## config.mk

```make
export PLATFORM = sky130hd
export DESIGN_NAME = sine_wave_analyzer
export DESIGN_NICKNAME = d
export VERILOG_FILES = /design/src/rtl/sine_pkg.sv /design/src/rtl/zero_cross_det.sv /design/src/rtl/sine_wave_analyzer.sv
export SDC_FILE = /design/constraint.sdc
export NUM_CORES = 1
export LEC_CHECK = 0
export ABC_CLOCK_PERIOD_IN_PS = 4400
export CAP_MARGIN = 30
export CORE_MARGIN = 8
export CORE_UTILIZATION = 52
export CTS_BUF_LIST = sky130_fd_sc_hd__clkbuf_2
export DETAILED_ROUTE_END_ITERATION = 8
export PLACE_DENSITY = 0.77
export SYNTH_ARGS = -nofsm -noshare
export SYNTH_HDL_FRONTEND = slang
export SYNTH_SLANG_ARGS = --single-unit
```

## constraint.sdc

```tcl
create_clock -name Clk -period 4.4 [get_ports Clk]
set_input_delay 0.88 -clock Clk [delete_from_list [all_inputs] [get_ports Clk]]
set_output_delay 0.88 -clock Clk [all_outputs]
set_load 0.02 [all_outputs]
```

## src/rtl/sine_pkg.sv

```systemverilog
// Shared definitions for the sine wave analyzer: default widths, state encoding
// and the 24-sample reference sine table that the companion generator plays out.
package sine_pkg;

    localparam int SAMPLE_W_DFLT = 8;

    localparam logic ST_SEEK    = 1'b0;
    localparam logic ST_MEASURE = 1'b1;

    typedef enum logic {
        S_SEEK    = ST_SEEK,
        S_MEASURE = ST_MEASURE
    } state_t;

    // One full period, 24*sin(2*pi*k/24) rounded; symmetric so a cycle sums to zero.
    localparam logic signed [SAMPLE_W_DFLT-1:0] REF_TABLE [0:23] = '{
        8'sd0,   8'sd6,   8'sd12,  8'sd17,  8'sd21,  8'sd23,
        8'sd24,  8'sd23,  8'sd21,  8'sd17,  8'sd12,  8'sd6,
        8'sd0,  -8'sd6,  -8'sd12, -8'sd17, -8'sd21, -8'sd23,
       -8'sd24, -8'sd23, -8'sd21, -8'sd17, -8'sd12, -8'sd6
    };

    function automatic logic signed [SAMPLE_W_DFLT-1:0] ref_sample(input logic [4:0] idx);
        return REF_TABLE[idx];
    endfunction

endpackage

```

## src/rtl/zero_cross_det.sv

```systemverilog
// Rising zero-crossing detector: remembers whether the last accepted sample was
// negative and flags an accepted non-negative sample that follows it.
module zero_cross_det
    import sine_pkg::*;
#(
    parameter int SAMPLE_W = SAMPLE_W_DFLT
) (
    input  logic                       Clk,
    input  logic                       Rst,
    input  logic signed [SAMPLE_W-1:0] sample_in,
    input  logic                       sample_valid,
    output logic                       crossing,
    output logic                       prev_neg
);

    logic prev_neg_q;

    always_ff @(posedge Clk or posedge Rst) begin
        if (Rst) begin
            prev_neg_q <= 1'b0;
        end else if (sample_valid) begin
            prev_neg_q <= sample_in[SAMPLE_W-1];
        end
    end

    assign crossing = sample_valid && prev_neg_q && !sample_in[SAMPLE_W-1];
    assign prev_neg = prev_neg_q;

endmodule

```

## src/rtl/sine_wave_analyzer.sv

```systemverilog
// Period / peak / lock analyzer for a signed sample stream. Optional per-cycle
// sample sum output is compiled in with SINE_ANALYZER_DC_SUM_EN.
module sine_wave_analyzer
    import sine_pkg::*;
#(
    parameter int SAMPLE_W   = SAMPLE_W_DFLT,
    parameter int PERIOD_W   = 8,
    parameter int MAX_PERIOD = 64,
    parameter int LOCK_COUNT = 2
) (
    input  logic                       Clk,
    input  logic                       Rst,
    input  logic signed [SAMPLE_W-1:0] sample_in,
    input  logic                       sample_valid,
    output logic                       meas_valid,
    output logic [PERIOD_W-1:0]        period,
    output logic signed [SAMPLE_W-1:0] peak_pos,
    output logic signed [SAMPLE_W-1:0] peak_neg,
    output logic                       locked,
    output logic                       timeout_err
`ifdef SINE_ANALYZER_DC_SUM_EN
    ,
    output logic signed [SAMPLE_W+PERIOD_W-1:0] dc_sum
`endif
);

    localparam int MC_W = $clog2(LOCK_COUNT + 1);
    localparam logic [PERIOD_W-1:0] CNT_ONE  = PERIOD_W'(1);
    localparam logic [PERIOD_W-1:0] CNT_TC   = PERIOD_W'(MAX_PERIOD - 1);
    localparam logic [MC_W-1:0]     MC_ONE   = MC_W'(1);
    localparam logic [MC_W-1:0]     MC_LOCK  = MC_W'(LOCK_COUNT);

    state_t                       state_q;
    logic [PERIOD_W-1:0]          count_q, count_d;
    logic signed [SAMPLE_W-1:0]   run_max_q, run_max_d;
    logic signed [SAMPLE_W-1:0]   run_min_q, run_min_d;
    logic [PERIOD_W-1:0]          period_q;
    logic signed [SAMPLE_W-1:0]   peak_pos_q, peak_neg_q;
    logic [MC_W-1:0]              match_cnt_q, match_cnt_d;
    logic                         meas_valid_q, timeout_q, locked_q;
    logic                         crossing;
    logic                         unused_prev_neg;

    zero_cross_det #(.SAMPLE_W(SAMPLE_W)) u_zcd (
        .Clk          (Clk),
        .Rst          (Rst),
        .sample_in    (sample_in),
        .sample_valid (sample_valid),
        .crossing     (crossing),
        .prev_neg     (unused_prev_neg)
    );

`ifdef SINE_ANALYZER_DC_SUM_EN
    localparam int ACC_W = SAMPLE_W + PERIOD_W;
    logic signed [ACC_W-1:0] acc_q, acc_d, dc_sum_q;
    assign acc_d  = acc_q + ACC_W'(sample_in);
    assign dc_sum = dc_sum_q;
`endif

    always_comb begin
        run_max_d = (sample_in > run_max_q) ? sample_in : run_max_q;
        run_min_d = (sample_in < run_min_q) ? sample_in : run_min_q;
        count_d   = count_q + CNT_ONE;
        // Compare against the period being replaced, before it is overwritten.
        if (count_q == period_q) begin
            match_cnt_d = (match_cnt_q >= MC_LOCK) ? MC_LOCK : match_cnt_q + MC_ONE;
        end else begin
            match_cnt_d = MC_ONE;
        end
    end

    always_ff @(posedge Clk or posedge Rst) begin
        if (Rst) begin
            state_q      <= S_SEEK;
            count_q      <= '0;
            run_max_q    <= '0;
            run_min_q    <= '0;
            period_q     <= '0;
            peak_pos_q   <= '0;
            peak_neg_q   <= '0;
            match_cnt_q  <= '0;
            meas_valid_q <= 1'b0;
            timeout_q    <= 1'b0;
            locked_q     <= 1'b0;
`ifdef SINE_ANALYZER_DC_SUM_EN
            acc_q        <= '0;
            dc_sum_q     <= '0;
`endif
        end else begin
            meas_valid_q <= 1'b0;
            timeout_q    <= 1'b0;
            if (sample_valid) begin
                case (state_q)
                    S_SEEK: begin
                        if (crossing) begin
                            state_q   <= S_MEASURE;
                            count_q   <= CNT_ONE;
                            run_max_q <= sample_in;
                            run_min_q <= sample_in;
`ifdef SINE_ANALYZER_DC_SUM_EN
                            acc_q     <= ACC_W'(sample_in);
`endif
                        end
                    end
                    S_MEASURE: begin
                        if (crossing) begin
                            period_q     <= count_q;
                            peak_pos_q   <= run_max_q;
                            peak_neg_q   <= run_min_q;
                            meas_valid_q <= 1'b1;
                            match_cnt_q  <= match_cnt_d;
                            locked_q     <= (match_cnt_d >= MC_LOCK);
                            count_q      <= CNT_ONE;
                            run_max_q    <= sample_in;
                            run_min_q    <= sample_in;
`ifdef SINE_ANALYZER_DC_SUM_EN
                            dc_sum_q     <= acc_q;
                            acc_q        <= ACC_W'(sample_in);
`endif
                        end else if (count_q == CNT_TC) begin
                            timeout_q    <= 1'b1;
                            locked_q     <= 1'b0;
                            match_cnt_q  <= '0;
                            state_q      <= S_SEEK;
                        end else begin
                            count_q      <= count_d;
                            run_max_q    <= run_max_d;
                            run_min_q    <= run_min_d;
`ifdef SINE_ANALYZER_DC_SUM_EN
                            acc_q        <= acc_d;
`endif
                        end
                    end
                    default: state_q <= S_SEEK;
                endcase
            end
        end
    end

    assign meas_valid  = meas_valid_q;
    assign period      = period_q;
    assign peak_pos    = peak_pos_q;
    assign peak_neg    = peak_neg_q;
    assign locked      = locked_q;
    assign timeout_err = timeout_q;

endmodule

```

==> summary.md <==
| Metric | Value |
|---|---|
| Status | finished, final reports clean |
| P_sw | 0.715 mW |
| Top Metal Used | met4 |
| Core ar. | 5040 µm² |
| Resize count post-CTS | 0 |
| Peak supply drop | 0.340 mV |
| CP max FO | 8 |
| Simple logic cell fraction of the synthesized area | 0.161 |
| Period utilisation layout | 0.681 |
| Synth top area share | 0.512 |
| Synthesized cell area | 2690 µm² |
| CP Capture Point | run_min_q[3] |
| M1 WL | approximately 2400 µm |
| Root buf cell | clkbuf_2 |
| Std cell rows | 26 |
| First-pass GRT wire length | 8840 µm |
| Worst EP arrival | 3.37 ns |
| CTS sink cnt | between 50 and 60 |
| Detailed placement HPWL | 3860 µm |
| Synthesis-stage register bit count | 55 |
| Clock power frac | 0.105 |
| Worst reg-to-reg path cell count | 7 |
| Final WL | about 5000 µm |
| Final Hold Fails | 0 |
| Number of I/O pins | 38 |
| Critical path type | input pin to flop |
| Vias in the first global route | 1,912 |
| Dpl cells | 355 |
| Netlist cell types | 41 |
| Final global-route overflow total | 0 |
| Worst-path clk slew | 0.27 ns |
| CP startpoint kind | input pin |
| Die height | 87.9 µm |
| Area growth syn-to-layout | 17.5% |
| Worst slew pin tran | 0.720 ns |
| Layout Cells excl Fill | approximately 360 |
| Post-route setup slack | 1.40 ns |
| Placer Congestion | 0.895 |
| Highest clock rate | 334 MHz |
| Antenna violations before repair | 0 |
| Synth area leaders | dfrtp_1 51%, nand2_1 7.7%, ha_1 7.4%, mux2_2 7.1%, o21ai_0 3.5% |
| Die width | 87.9 µm |
| Post-synthesis adder-cell area fraction | 0.0745 |
| Combinational Power Share | 0.454 |
| Drt first pass iters | 4 |
| Pwr Density | 590 nW/µm² |
| DIE AREA | 7730 µm² |
| CTS tree | built |
| Setup TNS | 0 ns |
| Hold buffers post-CTS | 0 |
| Switching part of the total | 0.383 |
| Syn Area/Cell | between 10 and 15 µm² |
| Design internal power | 1.15 mW |
| CP Launch Point | sample_in[5] |
| CTS Buf Count | 5 |
| # nets final | roughly 320 |
| Clock Latency Late Sink | ~0.46 ns |
| Post-CTS Setup Bufs | 0 |
| # setup viols final | 0 |
| Crit path time final | 3.00 ns |
| Met3 wire length | about 210 µm |
| P_leak | approximately 1.5 nW |
| Htree depth | 2 |
| FILL cells | 419 |
| Cell Area, Placed | 3120 µm² |
| Max-slew violations | 0 |
| Fraction of registers with async set/reset | 1.00 |
| Area leader, netlist | dfrtp_1 |
| Synth Area in XOR/XNOR | 0.0456 |
| EDFF count, synth | 0 |
| Final core utilization | 0.627 |
| Max_slew headroom | 0.519 |
| Post-route DRC | 0 |
| Net Count, Synth | 283 |
| Initial Utilization | 0.533 |
| Share of layout cells above drive strength 1 | 0.113 |
| DR vias/cell | 5.15 |
| Post-DRT Antenna Nets | 0 |
| Dominant synthesized flop cell | dfrtp_1 |
| Sequential area share after synthesis | 0.512 |
| Wire per inst | 13.8 µm |
| HP Class | flop to flop |
| Sequential share of power | 0.441 |
| # Max-Cap Violations | 0 |
| CP Capture Type | flop |
| Max Root-Sink Buffers | 2 |
| Post-synthesis mux area share | 0.0749 |
| DR WL met2 | 2330 µm |
| # diodes | 0 |
| Post-place setup slack | ~0.9 ns |
| Post-synthesis compound-gate area fraction | 0.0870 |
| Worst Path Required | 4.77 ns |
| Post-route cell area | 3160 µm² |
| Initial DRC count | 72 |
| Largest net degree at the start of global routing | 37 |
| RR Startpoint | run_min_q[5] |
| Main combinational cell family by area after synthesis | simple AND/OR/NAND/NOR gates |
| Port bufs | 37 |
| Total GRT Usage | 0.147 |
| Ys Warns | 0 |
| Setup Skew | 0.0201 ns |
| Most frequent cells in the layout | 55 x nand2_1, 55 x dfrtp_1, 37 x clkdlybuf4s50_1, 19 x inv_1, 19 x o21ai_0 |
| DR vias | between 1,500 and 2,000 |
| Syn Inst Count | 256 |
| Flop2flop setup slack | between 1.5 and 2 ns |
| RSZ-0062 raised after global routing | no |
| Crit Reg-Reg Endpoint | run_min_q[3] |
per-layer routing:
layer / up-vias / global-route usage
li1: 935 / -
met5: - / 0
met3: 6 / 0.0319
met4: 0 / 0.0688
met1: 902 / 0.183
met2: 26 / 0.237
registers in the layout, indices dropped and copies added (netlist names):
register / cells
run_max_q: 8
match_cnt_q: 2
locked: 1
count_q: 8
state_q: 1
peak_pos: 8
meas_valid: 1
timeout_err: 1
peak_neg: 8
run_min_q: 8
period: 8
u_zcd.prev_neg: 1
stage by stage:
| step | hold slack (ns) | total power, mW |
|---|---|---|
| 2_1_floorplan | 0.441 | 1.36 |
| 3_3_place_gp | 0.455 | 1.67 |
| 3_5_place_dp | 0.463 | 1.69 |
| 4_1_cts | 0.519 | 1.89 |
| 5_1_grt | 0.543 | 2.02 |
| 6_report | 0.510 | 1.86 |
synth_stat cells, drive strengths merged (2+ instances only):
cell and number:
a2111oi 2, a21o 3, clkbuf 9, dfrtp 55, ha 16, inv 20, mux2 17, nand2 55
nand3 3, nand3b 2, nand4 6, nor2 9, nor2b 2, nor3 2, nor3b 2, nor4 2
o21ai 19, xnor2 9, xor2 5
worst min-delay path by stage:
stage                               from              to  slack [ns]  depth (start not counted)
after global routing         peak_pos[1]     peak_pos[1]        0.54                          2
after global placement            locked          locked        0.45                          2
after CTS                         locked          locked        0.52                          2
after floorplan           match_cnt_q[1]  match_cnt_q[1]        0.44                          2
final                             locked          locked        0.51                          2
after detailed placement          locked          locked        0.46                          2
critical path, stage by stage:
cell	delay, ns
clkdlybuf4s50_1	0.48
ha_1	0.35
a21o_1	0.18
a2111oi_0	0.45
o32ai_1	0.24
a31oi_4	0.40
mux2_2	0.38
kinds of logic after synthesis:
| logic type | after synthesis |
|---|---|
| AOI/OAI and AO/OA | 32 |
| xor gates and xnor gates | 14 |
| adders and majority gates | 16 |
| buffers and inverters | 30 |
| DFF | 55 |
| muxes | 18 |
| and+or+nand+nor | 91 |
power by group through the flow:
stage / Sequential [mW] / Combinational [mW] / Clock, mW
2_1_floorplan: 0.931 / 0.429 / 0
3_3_place_gp: 0.830 / 0.835 / 0
3_5_place_dp: 0.836 / 0.855 / 0
4_1_cts: 0.824 / 0.859 / 0.207
5_1_grt: 0.856 / 0.938 / 0.222
6_report: 0.823 / 0.847 / 0.195
area by class of cell:
class | count | area, µm² | share of cell area
Inverter | 20 | 75.1 | 0.0238
Sequential cell | 55 | 1380 | 0.435
Multi-Input combinational cell | 171 | 1190 | 0.377
Clock buffer | 5 | 25.0 | 0.00792
Timing Repair Buffer | 39 | 385 | 0.122
Tap cell | 70 | 87.6 | 0.0277
Clock inverter | 3 | 20.0 | 0.00633
Note: power is estimated with default switching activity, not from simulation.
